**src/rtl/seg7_scan_driver.sv**
```systemverilog
// Multiplexed common-anode 7-seg driver: edge-detected scan, double-buffered data.
// Ports: clk, clr_n, scan_in, load, data_in, dp_in -> a_to_g, dp, an, frame.
// Optional SEG7_LZ_BLANK_EN macro enables leading-zero blanking.
module seg7_scan_driver #(
  parameter int DIGITS = 4
) (
  input  logic                  clk,
  input  logic                  clr_n,
  input  logic                  scan_in,
  input  logic                  load,
  input  logic [4*DIGITS-1:0]   data_in,
  input  logic [DIGITS-1:0]     dp_in,
  output logic [6:0]            a_to_g,
  output logic                  dp,
  output logic [DIGITS-1:0]     an,
  output logic                  frame
);

  localparam int IW = (DIGITS > 1) ? $clog2(DIGITS) : 1;
  localparam logic [IW-1:0] LAST = IW'(DIGITS - 1);

  logic                s0;
  logic                s1;
  logic                rise;
  logic                wrap;
  logic                wrap_q;
  logic                pending;
  logic [IW-1:0]       idx;
  logic [4*DIGITS-1:0] disp;
  logic [4*DIGITS-1:0] shadow;
  logic [DIGITS-1:0]   disp_dp;
  logic [DIGITS-1:0]   shadow_dp;
  logic [3:0]          nib;
  logic [6:0]          seg;
  logic [DIGITS-1:0]   an_nx;
  logic                blank;

  assign rise = s0 & ~s1;
  assign wrap = rise & (idx == LAST);

  always_ff @(posedge clk or negedge clr_n) begin
    if (!clr_n) begin
      s0 <= 1'b0;
      s1 <= 1'b0;
    end else begin
      s0 <= scan_in;
      s1 <= s0;
    end
  end

  always_ff @(posedge clk or negedge clr_n) begin
    if (!clr_n) begin
      idx <= '0;
    end else if (rise) begin
      idx <= (idx == LAST) ? '0 : idx + 1'b1;
    end
  end

  // A load that coincides with the wrap bypasses the shadow so the
  // newest value is the one shown.
  always_ff @(posedge clk or negedge clr_n) begin
    if (!clr_n) begin
      disp      <= '0;
      disp_dp   <= '0;
      shadow    <= '0;
      shadow_dp <= '0;
      pending   <= 1'b0;
    end else if (load && wrap) begin
      disp    <= data_in;
      disp_dp <= dp_in;
      pending <= 1'b0;
    end else if (load) begin
      shadow    <= data_in;
      shadow_dp <= dp_in;
      pending   <= 1'b1;
    end else if (wrap && pending) begin
      disp    <= shadow;
      disp_dp <= shadow_dp;
      pending <= 1'b0;
    end
  end

  assign nib = disp[{idx, 2'b00} +: 4];

  always_comb begin
    seg = 7'b1111111;
    unique case (nib)
      4'h0: seg = 7'b0000001;
      4'h1: seg = 7'b1001111;
      4'h2: seg = 7'b0010010;
      4'h3: seg = 7'b0000110;
      4'h4: seg = 7'b1001100;
      4'h5: seg = 7'b0100100;
      4'h6: seg = 7'b0100000;
      4'h7: seg = 7'b0001111;
      4'h8: seg = 7'b0000000;
      4'h9: seg = 7'b0000100;
      4'hA: seg = 7'b0001000;
      4'hB: seg = 7'b1100000;
      4'hC: seg = 7'b0110001;
      4'hD: seg = 7'b1000010;
      4'hE: seg = 7'b0110000;
      4'hF: seg = 7'b0111000;
    endcase
  end

  always_comb begin
    an_nx      = '1;
    an_nx[idx] = 1'b0;
  end

`ifdef SEG7_LZ_BLANK_EN
  logic [DIGITS-1:0] lead;
  logic              run;

  // lead[i]: digit i and every digit above it are zero with dp off.
  // Digit 0 is never part of the leading run.
  always_comb begin
    lead = '0;
    run  = 1'b1;
    for (int i = DIGITS - 1; i > 0; i--) begin
      run     = run & (disp[4*i +: 4] == 4'h0) & ~disp_dp[i];
      lead[i] = run;
    end
  end

  assign blank = lead[idx];
`else
  assign blank = 1'b0;
`endif

  always_ff @(posedge clk or negedge clr_n) begin
    if (!clr_n) begin
      an     <= '1;
      a_to_g <= 7'b1111111;
      dp     <= 1'b1;
      wrap_q <= 1'b0;
      frame  <= 1'b0;
    end else begin
      an     <= an_nx;
      a_to_g <= blank ? 7'b1111111 : seg;
      dp     <= blank | ~disp_dp[idx];
      // Two stages so frame lines up with digit 0's anode.
      wrap_q <= wrap;
      frame  <= wrap_q;
    end
  end

endmodule

```
**config.mk**
```make
export PLATFORM = sky130hd
export DESIGN_NAME = seg7_scan_driver
export DESIGN_NICKNAME = d
export VERILOG_FILES = /design/src/rtl/seg7_scan_driver.sv
export SDC_FILE = /design/constraint.sdc
export NUM_CORES = 1
export LEC_CHECK = 0
export ABC_CLOCK_PERIOD_IN_PS = 4200
export CORE_MARGIN = 8
export CORE_UTILIZATION = 35
export DETAILED_ROUTE_END_ITERATION = 6
export SETUP_SLACK_MARGIN = 0.02
export SYNTH_ARGS = -nofsm -noshare
export SYNTH_HDL_FRONTEND = slang
export SYNTH_SLANG_ARGS = --single-unit
```
**constraint.sdc**
```tcl
create_clock -name clk -period 4.2 [get_ports clk]
set_input_delay 0.84 -clock clk [delete_from_list [all_inputs] [get_ports clk]]
set_output_delay 0.84 -clock clk [all_outputs]
set_load 0.02 [all_outputs]
```
# Word-level counts from Yosys, hierarchy flattened
# Memory sizes are Yosys's and may differ from the RTL's. A register that Yosys moved wholly into a read port is not among the register bits.
# Cells that the tools add are included.
[word_totals]
elab_cells = 47
rom_bits = 112
output_inout_bits = 13
memories = 1
reg_bits = 52
[classes]
n_reduce_logical = 8
magnitude_cmp = 2
n_shift = 1
mux = 14
n_addsub = 1
bitwise = 6
eq_ne = 2
[mem_list]
columns = ["name", "depth", "word_bits", "rd", "rd_ports_with_merged_regs", "write_ports", "line_no", "rtl"]
rows = [
  ["(name not given)", 16, 7, 1, 1, 0, "87", "unique case (nib)"],
]
[ops]
columns = ["cell", "n"]
rows = [
  ["16-bit two-way mux", 3],
  ["16-bit by 5-bit variable part select with 4-bit output", 1],
  ["4-bit two-way mux", 3],
  ["1-bit two-way mux", 5],
  ["4-bit NOT", 1],
  ["2-bit AND reduction", 2],
  ["1-bit logical AND", 3],
  ["2-bit by 3-bit less-than comparator with 1-bit output (second input constant)", 1],
  ["1-bit NOT", 3],
  ["3-bit nonzero test", 1],
  ["2-bit by 1-bit adder with 2-bit output (second input constant)", 1],
  ["1-bit bitwise AND", 2],
  ["1-bit binary-select mux with 2-bit select", 1],
  ["1-bit demux with 2-bit select", 1],
  ["2-bit == test (second input constant)", 1],
  ["2-bit by 1-bit greater-or-equal comparator with 1-bit output (second input constant)", 1],
  ["2-bit two-way mux", 1],
  ["2-bit by 1-bit != test with 1-bit output (second input constant)", 1],
  ["2-bit nonzero test", 1],
  ["1-bit zero test", 1],
]

# Depth between registers and ports, before layout
# Gate-level depths: netlist of the first run.
[depth]
word_depth = 7
mapped_depth = 7
ltp_nobuf = 6

# Worst setup path before layout of the first run
# No wires, ideal clock.
[synth_path]
path_type = "reg2reg"
start = "register idx[0]"
end = "register a_to_g[3]"
path_buffers = 1
period_less_slack_ns = 1.978
slack_ns = 2.222
path_stages_with_launch = 7
arrival_ns = 1.883
path_cell_list = "dfrtp_1 buf_6 mux4_1 inv_1 ha_1 inv_1 mux4_1"
[synth_between]
elab_chain_len = 1
[synth_rtl]
columns = ["item", "line_no", "rtl"]
rows = [
  ["start, declared", "28", "logic [IW-1:0] idx;"],
  ["start signal, assigned", "55", "idx <= (idx == LAST) ? '0 : idx + 1'b1;"],
  ["16-bit by 5-bit variable part select with 4-bit output", "83", "assign nib = disp[{idx, 2'b00} +: 4];"],
  ["end, declared", "13", "output logic [6:0] a_to_g,"],
]
# No other way between the ends.
# A chain may end at the register's enable or synchronous reset.

# Worst setup path after layout of the first run
[layout_path]
start = "register idx[0]"
end = "register shadow[0]"
[layout_between]
elab_chain_len = 5
[layout_rtl]
columns = ["item", "line_no", "rtl"]
rows = [
  ["2-bit == test", "39", "assign wrap = rise & (idx == LAST);"],
  ["1-bit bitwise AND", "39", ""],
  ["1-bit logical AND", "68", "end else if (load && wrap) begin"],
  ["1-bit NOT (no line)", "n/a", ""],
  ["2-bit AND reduction (no line)", "n/a", ""],
  ["end signal, assigned", "73", "shadow <= data_in;"],
  ["end, declared", "30", "logic [4*DIGITS-1:0] shadow;"],
]
# No other way between the ends.

==> results of run 1 <==
-- final cells by class --
type	count	share of cell area, %
multi-input cells	121	31.9
clock buffers	13	4.81
inverters	16	1.82
repair buffers	39	11.4
clock inverters	2	1.06
well taps	102	3.86
flip-flops and latches	59	45.2
-- synth_stat cells, drive strengths merged --
library cell / n
nor2: 3
nand2: 2
xor2: 1
inv: 16
dfstp: 12
o31ai: 20
o221ai: 1
mux2i: 4
dfrtp: 47
nand3b: 2
clkbuf: 12
nor2b: 1
and4b: 1
mux4: 6
o21ai: 22
or2: 1
a32o: 1
buf: 4
o22ai: 23
mux2: 21
ha: 10
nand3: 1
nand2b: 1
-- kinds of logic (layout without fill, tap and decap cells) --
group,after synthesis,in the layout,share of synthesized area (%)
simple gates,12,12,2.62
xor+xnor,1,1,0.327
buf+inv,32,70,5.14
fa+ha+maj,10,10,4.67
flops,59,59,55.7
compound gates,67,67,15.8
mux,31,31,15.8
-- power groups by stage --
stage                     Sequential (mW)  Combinational (mW)  Clock (mW)
after floorplan                     0.906               0.563           0
after global placement              0.882               0.795           0
after detailed placement            0.886               0.811           0
after CTS                           0.876               0.818       0.524
after global routing                0.897               0.894       0.550
final                               0.874               0.808       0.511
-- critical path, cell delays in order, from the launching register on --
cell	delay, ns
sky130_fd_sc_hd__dfrtp_1	0.54
sky130_fd_sc_hd__ha_1	0.33
sky130_fd_sc_hd__nand3b_1	0.10
sky130_fd_sc_hd__buf_4	0.34
sky130_fd_sc_hd__nand2_1	0.61
sky130_fd_sc_hd__mux2_2	0.50
-- registers in the layout, indices dropped and copies added (netlist names), 2 cells and up --
name       cells
idx            2
a_to_g         7
disp_dp        4
shadow        16
disp          16
an             4
shadow_dp      4
-- worst max path at each step --
| stage | startpoint | slack (ns) | end | cells after the start |
|---|---|---|---|---|
| after detailed placement | load | 1.54 | disp[8] | 4 |
| after global routing | idx[0] | 1.46 | shadow[0] | 5 |
| after floorplan | idx[0] | 2.22 | a_to_g[3] | 6 |
| final | idx[0] | 1.67 | shadow[0] | 5 |
| after global placement | load | 1.56 | disp[8] | 4 |
| after CTS | idx[0] | 1.61 | shadow[0] | 5 |
-- routing by layer --
metal / part of all wire [%] / up-vias / GRT usage, %
met4: 1.4 / 0 / 5.01
met1: 46 / 861 / 14.0
met2: 47 / 47 / 17.2
met5: 0 / - / 0
met3: 5.5 / 4 / 4.35
li1: - / 855 / -
==> reports/qor.yml, run 1 <==
first_iter_violations: 93
rr_startpoint: "idx[0]"
floorplan.die.width_um: 103
avgViaCountPerCell: 5.02
worstSetupEndpointType: "flop"
final_layout_size_suffix_gt1_share_pct: 22.0
layout.nets: 280
layout_fillers: 712
yosys_register_bits: 59
cp_data_arrival_time_ns: 2.74
pin_count: 37
worst-path-max-fanout: 42
setup_slack_ns: 1.67
cts_tree: "done"
postLayoutCoreUtil_pct: 43.7
floorplan.die_area_um2: 10700
finish.instance_area_um2: 3300
worstHoldStart: "wrap_q"
report.final.hold_viol_count: 0
cts_resized: 0
power.density_cell_area_nw_per_um2: 664
power.share.combinational_pct: 36.9
floorplan.core_area_um2: 7570
holdPathStages: 0
worstSetupPathType: "reg2reg"
post_layout_nonfiller_instances: 352
clk-insertion-delay-late_ns: 0.33
area_growth_syn_to_layout_pct: 23.3
detailedPlace.worstSlack_ns: 1.54
post-route-period-util_pct: 60.2
mappedNetlistNets: 246
max_cap_viol_count: 0
drt_wl_total_um: 5430
cts.sink_count: 59
final.setup.tns_ns: 0
wire_length_per_cell_after_detailed_routing_um: 15.4
post-layout-total-power_mw: 2.19
grtUsageTotal_pct: 11.3
vdd.ir_drop.worst_v: 0.000250
final.setup_skew_ns: 0.00901
detailed_place_hpwl_um: 3600
post_cts_buffers: 0
post_synthesis_average_cell_area_um2: 12.6
rrSetupSlack_ns: 1.67
antenna_violations_before_repair: 0
rsz_0062_raised_after_global_routing: "false"
mostFrequentLayoutCell: "sky130_fd_sc_hd__dfrtp_1"
critical_path.reg2reg.endpoint: "shadow[0]"
yosys.cell_types.count: 26
worst_setup_hold_path_clk_slew_ns: 0.07
synth_top_cell_by_area: "sky130_fd_sc_hd__dfrtp_1"
internal-power_mw: 1.48
first_pass_drt_iterations: 4
cts-root-to-sink-buffers: 2
worstHoldPathType: "reg2reg"
final-setup-viol-count: 0
worst-slew-pin-transition_ns: 0.886
die_height_um: 103
grt_first_pass_wirelength_um: 9090
worst_slew_margin_rel_pct: 40.8
timing.fmax_mhz: 396
drc_violation_count_after_routing: 0
slew_violations: 0
cts-buffers-inserted: 9
residual_antenna_violating_net_count_after_detailed_routing: 0
period_needed_ns: 2.53
cp_data_required_time_ns: 4.41
dpl-instance-area_um2: 3110
worst_setup_path_start_kind: "flop"
pwr-share-clk_pct: 23.3
worstHoldEndpoint: "frame"
ys_top_cells_by_area: "sky130_fd_sc_hd__dfrtp_1, sky130_fd_sc_hd__dfstp_2, sky130_fd_sc_hd__mux2_2"
synth-warning-count: 0
cts_hold_buffers: 0
largest_net_degree_at_the_start_of_global_routing: 43
reg2reg_depth: 5
number_of_global_route_vias_before_repair: 1790
vias: 1767
rows: 32
switching_share_pct: 32.7
multiInputGateArea_um2: 1050
switching_power_mw: 0.717
hold_slack_ns: 0.351
yosys.area.top_type_share_pct: 43.9
start_util_pct: 35.4
clk_root_buffer_cell: "sky130_fd_sc_hd__clkbuf_8"
pwr-share-seq_pct: 39.8
port_buffers: 36
insertedDiodeCount: 0
place_congestion: 0.761
gr-total-overflow: 0
synth_cells: 212
run_status: "finished, final reports clean"
power.static_leakage_nw: 1.37
cts_max_level: 3
area.sequential_um2: 1490
dp.cells: 337
synth.cell_area_um2: 2680
seq_area_frac_synth_pct: 55.7
commonest_cells_after_routing_fill_and_taps_aside: "sky130_fd_sc_hd__dfrtp_1, sky130_fd_sc_hd__clkdlybuf4s50_1, sky130_fd_sc_hd__o22ai_1"
No activity file was read; power rests on OpenSTA's default activity.
==> run 2: changes to the inputs <==
- ABC_CLOCK_PERIOD_IN_PS: 4200 -> 2250
- clock period: 4.2 -> 2.25 ns (I/O delays scaled with it)
==> reports/qor.yml, run 2 (synthesis results as in run 1) <==
run_status: "finished, final reports clean"
postLayoutCoreUtil_pct: 44.5  # +0.89 points
setup_slack_ns: 0.260  # -1.41 ns
max_cap_viol_count: 0  # unchanged
area_growth_syn_to_layout_pct: 25.8
crit_slowest_cell: "sky130_fd_sc_hd__mux4_1"
post-route-period-util_pct: 88.5  # +28 points
topRoutingLayerUsed: "met4"
start_util_pct: 35.4  # unchanged
first_pass_drt_iterations: 4  # unchanged
first_iter_violations: 103  # +11%
die_height_um: 103  # unchanged
wl_met1_um: 2510  # +1.0%
insertedDiodeCount: 0  # unchanged
cts-root-to-sink-buffers: 2  # unchanged
detailedPlace.worstSlack_ns: 0.250  # -1.29 ns
vias: 1815  # +2.7%
floorplan.die_area_um2: 10700  # unchanged
number_of_global_route_vias_before_repair: 1841  # +2.8%
commonest_cells_after_routing_fill_and_taps_aside: "sky130_fd_sc_hd__dfrtp_1, sky130_fd_sc_hd__clkdlybuf4s50_1, sky130_fd_sc_hd__o22ai_1"
reg_top3: "disp: 16 flops, shadow: 16 flops, a_to_g: 7 flops"
pin_count: 37  # unchanged
met2_wire_length_um: 2570  # unchanged
final.setup.tns_ns: 0  # unchanged
worst_slew_margin_rel_pct: 64.7  # +24 points
period_needed_ns: 1.99  # -0.537 ns
clk-insertion-delay-late_ns: 0.33  # about the same
combined_buffer_and_inverter_count_along_the_critical_path: 2  # +1
worstSetupEndpointType: "flop"
max_stage_delay_ns: 0.69  # +0.08 ns
final.setup_skew_ns: 0.00685  # -0.00216 ns
avgViaCountPerCell: 5.07  # +0.99%
cts-buffers-inserted: 9  # unchanged
power.density_cell_area_nw_per_um2: 1200  # +81%
cts.sink_count: 59  # unchanged
antenna_violations_before_repair: 0  # unchanged
gr-total-overflow: 0  # unchanged
worstHoldPathType: "in2async"
wire_length_per_cell_after_detailed_routing_um: 15.2  # -1.5%
worst_setup_hold_path_clk_slew_ns: 0.06  # about the same
clk_root_buffer_cell: "sky130_fd_sc_hd__clkbuf_8"
layout.nets: 286  # +2.1%
cts_resized: 0  # unchanged
cts_max_level: 3  # unchanged
drt_wl_total_um: 5430  # +0.13%
cp_data_required_time_ns: 2.49  # -1.92 ns
mostFrequentLayoutCell: "sky130_fd_sc_hd__dfrtp_1"
critPathTopFamily: "multiplexers"
cts_hold_buffers: 0  # unchanged
cp_data_arrival_time_ns: 2.23  # -0.51 ns
grt_first_pass_wirelength_um: 9120  # +0.37%
power.static_leakage_nw: 1.40  # +2.6%
worst_setup_path_start_kind: "flop"
timing.critical_path.cells: "mux4_1, inv_1, ha_1, inv_1, mux4_1"
worst-path-max-fanout: 6  # -86%
timing.fmax_mhz: 502  # +27%
worst-slew-pin-transition_ns: 0.530  # -0.356 ns
detailed_place_hpwl_um: 3780  # +4.9%
critical_path.reg2reg.endpoint: "a_to_g[3]"
reg2reg_depth: 5  # unchanged
place_congestion: 0.776  # +1.9%
rsz_0062_raised_after_global_routing: "false"
drc_violation_count_after_routing: 0  # unchanged
report.final.hold_viol_count: 0  # unchanged
port_buffers: 36  # unchanged
final_layout_size_suffix_gt1_share_pct: 24.2  # +2.2 points
rows: 32  # unchanged
met3WireLength_um: 288  # -4.0%
floorplan.core_area_um2: 7570  # unchanged
floorplan.die.width_um: 103  # unchanged
layout_fillers: 725  # +1.8%
rrSetupSlack_ns: 0.26  # -1.41 ns
post_cts_buffers: 0  # unchanged
largest_net_degree_at_the_start_of_global_routing: 42  # -2.3%
vdd.ir_drop.worst_v: 0.000542  # +120%
grtUsageTotal_pct: 11.4  # +0.042 points
rr_startpoint: "idx[0]"
cts_tree: "done"
residual_antenna_violating_net_count_after_detailed_routing: 0  # unchanged
slew_violations: 0  # unchanged
final-setup-viol-count: 0  # unchanged
worstSetupPathType: "reg2reg"
==> run 2: changes by cell type in the layout (fill, tap and decap cells not counted), sizes merged <==
cell,change
buf,+6
bufinv,-1
clkinv,+1
==> run 2: per-stage QoR <==
stage / total power [mW] / cells / instance area (um2) / hold WS [ns]
floorplan: 2.74 / 212 / 2680 / 0.154
global placement: 3.19 / 343 / 3190 / 0.338
detailed placement: 3.22 / 343 / 3190 / 0.339
CTS: 4.10 / 358 / 3370 / 0.0997
global route: 4.35 / 358 / 3370 / 0.116
finish: 4.04 / 358 / 3370 / 0.0938
==> run 2: area by class of cell <==
type                       instances  area (um2)  area share [%]
timing repair buffer              45         460            13.7
sequential                        59        1490            44.2
multi-input combinational        121        1050            31.2
clock buffer                      13         169            5.01
inverter                          16        60.1            1.78
tap                              102         128            3.79
clock inverter                     2        10.0           0.297
==> run 2: worst register-to-register path, delay by kind of cell, from the launching register on <==
family,cells,cell delay [ns]
muxes,2,1.18
buffers and inverters,2,0.20
adders and majority gates,1,0.13
DFF,1,0.40
==> run 2: power by group <==
| group | switching (mW) | internal [mW] |
|---|---|---|
| Combinational | 0.796 | 0.775 |
| Sequential | 0.166 | 1.45 |
| Clock | 0.378 | 0.480 |
==> run 2: per-layer routing <==
layer | vias up | GRT usage [%]
li1 | 868 | -
met1 | 902 | 14.0
met2 | 40 | 17.3
met3 | 5 | 4.69
met4 | 0 | 4.34
met5 | - | 0
==> run 2: worst max path at each step <==
stage / start / to / slack, ns / depth (start not counted)
floorplan: idx[0] / a_to_g[3] / 0.27 / 6
global placement: idx[0] / a_to_g[3] / 0.34 / 5
detailed placement: idx[0] / a_to_g[3] / 0.25 / 5
CTS: idx[0] / a_to_g[3] / 0.25 / 5
global route: idx[0] / a_to_g[3] / 0.18 / 5
finish: idx[0] / a_to_g[3] / 0.26 / 5
==> run 3: changes to the inputs <==
- CORE_UTILIZATION: 35 -> 40
==> reports/qor.yml, run 3 (synthesis results as in run 1) <==
cts-root-to-sink-buffers: 2  # unchanged
rsz_0062_raised_after_global_routing: "false"
layout_fillers: 588  # -19%
vias: 1785  # -1.7%
hold_slack_ns: 0.110  # +0.0167 ns
timing.fmax_mhz: 516  # +2.8%
residual_antenna_violating_net_count_after_detailed_routing: 0  # unchanged
post-route-period-util_pct: 86.1  # -2.4 points
power.static_leakage_nw: 1.39  # -1.2%
vdd.ir_drop.worst_v: 0.000482  # -11%
finish.instance_area_um2: 3340  # -0.82%
die_height_um: 97.8  # -5.5%
setup_slack_ns: 0.313  # +0.0535 ns
worst_setup_path_start_kind: "flop"
final-setup-viol-count: 0  # unchanged
worst-slew-pin-transition_ns: 0.338  # -0.192 ns
final_layout_size_suffix_gt1_share_pct: 23.9  # -0.30 points
rrSetupSlack_ns: 0.31  # +0.05 ns
dpl-instance-area_um2: 3150  # -1.3%
floorplan.die_area_um2: 9570  # -11%
start_util_pct: 40.3  # +4.9 points
cts.sink_count: 59  # unchanged
mostFrequentLayoutCell: "sky130_fd_sc_hd__dfrtp_1"
largest_net_degree_at_the_start_of_global_routing: 60  # +43%
first_iter_violations: 74  # -28%
detailed_place_hpwl_um: 3530  # -6.6%
gr-total-overflow: 0  # unchanged
post_cts_buffers: 0  # unchanged
period_needed_ns: 1.94  # -0.0535 ns
worstHoldPathType: "in2async"
avgViaCountPerCell: 5.33  # +5.1%
cp_data_required_time_ns: 2.50  # about the same
report.final.hold_viol_count: 0  # unchanged
pin_count: 37  # unchanged
drc_violation_count_after_routing: 0  # unchanged
worstSetupPathType: "reg2reg"
multiInputGateArea_um2: 1050  # unchanged
floorplan.die.width_um: 97.8  # -5.5%
commonest_cells_after_routing_fill_and_taps_aside: "sky130_fd_sc_hd__dfrtp_1, sky130_fd_sc_hd__clkdlybuf4s50_1, sky130_fd_sc_hd__o22ai_1"
number_of_global_route_vias_before_repair: 1831  # -0.54%
cts-buffers-inserted: 9  # unchanged
run_status: "finished, final reports clean"
clk-insertion-delay-late_ns: 0.34  # about the same
worst-path-max-fanout: 6  # unchanged
insertedDiodeCount: 0  # unchanged
rows: 30  # -6.3%
grtUsageTotal_pct: 12.3  # +0.95 points
worst_setup_hold_path_clk_slew_ns: 0.07  # about the same
floorplan.core_area_um2: 6640  # -12%
cts_resized: 0  # unchanged
grt_first_pass_wirelength_um: 9280  # +1.7%
area_growth_syn_to_layout_pct: 24.8
final.setup.tns_ns: 0  # unchanged
slew_violations: 0  # unchanged
clk_root_buffer_cell: "sky130_fd_sc_hd__clkbuf_8"
place_congestion: 0.780  # +0.59%
antenna_violations_before_repair: 0  # unchanged
final.setup_skew_ns: 0.00848  # +0.00163 ns
cts_tree: "done"
wire_length_per_cell_after_detailed_routing_um: 15.5  # +2.3%
max_cap_viol_count: 0  # unchanged
detailedPlace.worstSlack_ns: 0.298  # +0.0479 ns
area.sequential_um2: 1490  # unchanged
worstSetupEndpointType: "flop"
port_buffers: 36  # unchanged
worst_slew_margin_rel_pct: 77.5  # +13 points
reg_top3: "disp: 16 flops, shadow: 16 flops, a_to_g: 7 flops"
cp_data_arrival_time_ns: 2.19  # -0.04 ns
first_pass_drt_iterations: 4  # unchanged
cts_hold_buffers: 0  # unchanged
drt_wl_total_um: 5200  # -4.3%
power.density_cell_area_nw_per_um2: 1220  # +1.8%
cts_max_level: 3  # unchanged
layout.nets: 284  # -0.70%
-- run 3: changes by cell type in the layout (fill, tap and decap cells not counted), sizes merged --
cell,before,now
bufinv,0,1
clkinvlp,0,3
buf,10,8
clkbuf,13,10
-- run 3: path summary, 6_finish.rpt --
| check | depth (start not counted) | from | end |
|---|---|---|---|
| max in group asynchronous | 2 | clr_n | a_to_g[0] |
| hold / removal | 2 | clr_n | shadow[0] |
| setup / recovery | 5 | idx[0] | a_to_g[3] |
| setup reg to reg | 5 | idx[0] | a_to_g[3] |
| min in group clk | 0 | wrap_q | frame |
| hold reg to reg | 0 | wrap_q | frame |
-- run 3: area by class of cell --
type                       count  share of cell area (%)
timing repair buffer          43                    13.3
clock inverter                 6                    1.98
clock buffer                  10                    3.82
inverter                      16                    1.80
tap                           80                    2.99
sequential                    59                    44.6
multi-input combinational    121                    31.5
-- run 3: through the flow --
step,instances,util [%],power [mW]
4_1_cts,335,50.3,4.14
2_1_floorplan,212,-,2.74
6_report,335,50.3,4.08
3_3_place_gp,319,47.4,3.18
5_1_grt,335,50.3,4.41
3_5_place_dp,319,47.4,3.20
-- run 3: routing by layer --
metal | routed length (um) | track usage, % | vias to the layer above
met3 | 316 | 5.12 | 7
met4 | 93 | 5.40 | 0
met2 | 2390 | 18.4 | 45
met5 | 0 | 0 | -
met1 | 2400 | 15.1 | 869
li1 | - | - | 864
-- run 3: where the power goes --
| group | internal [mW] | switching, mW |
|---|---|---|
| registers | 1.45 | 0.160 |
| logic | 0.773 | 0.776 |
| clock network | 0.510 | 0.415 |
| total | 2.73 | 1.35 |
-- run 3: worst max-delay path, stage by stage (launching register included) --
cell	delay (ns)
sky130_fd_sc_hd__dfrtp_1	0.39
sky130_fd_sc_hd__mux4_1	0.67
sky130_fd_sc_hd__inv_1	0.15
sky130_fd_sc_hd__ha_1	0.13
sky130_fd_sc_hd__inv_1	0.05
sky130_fd_sc_hd__mux4_1	0.47
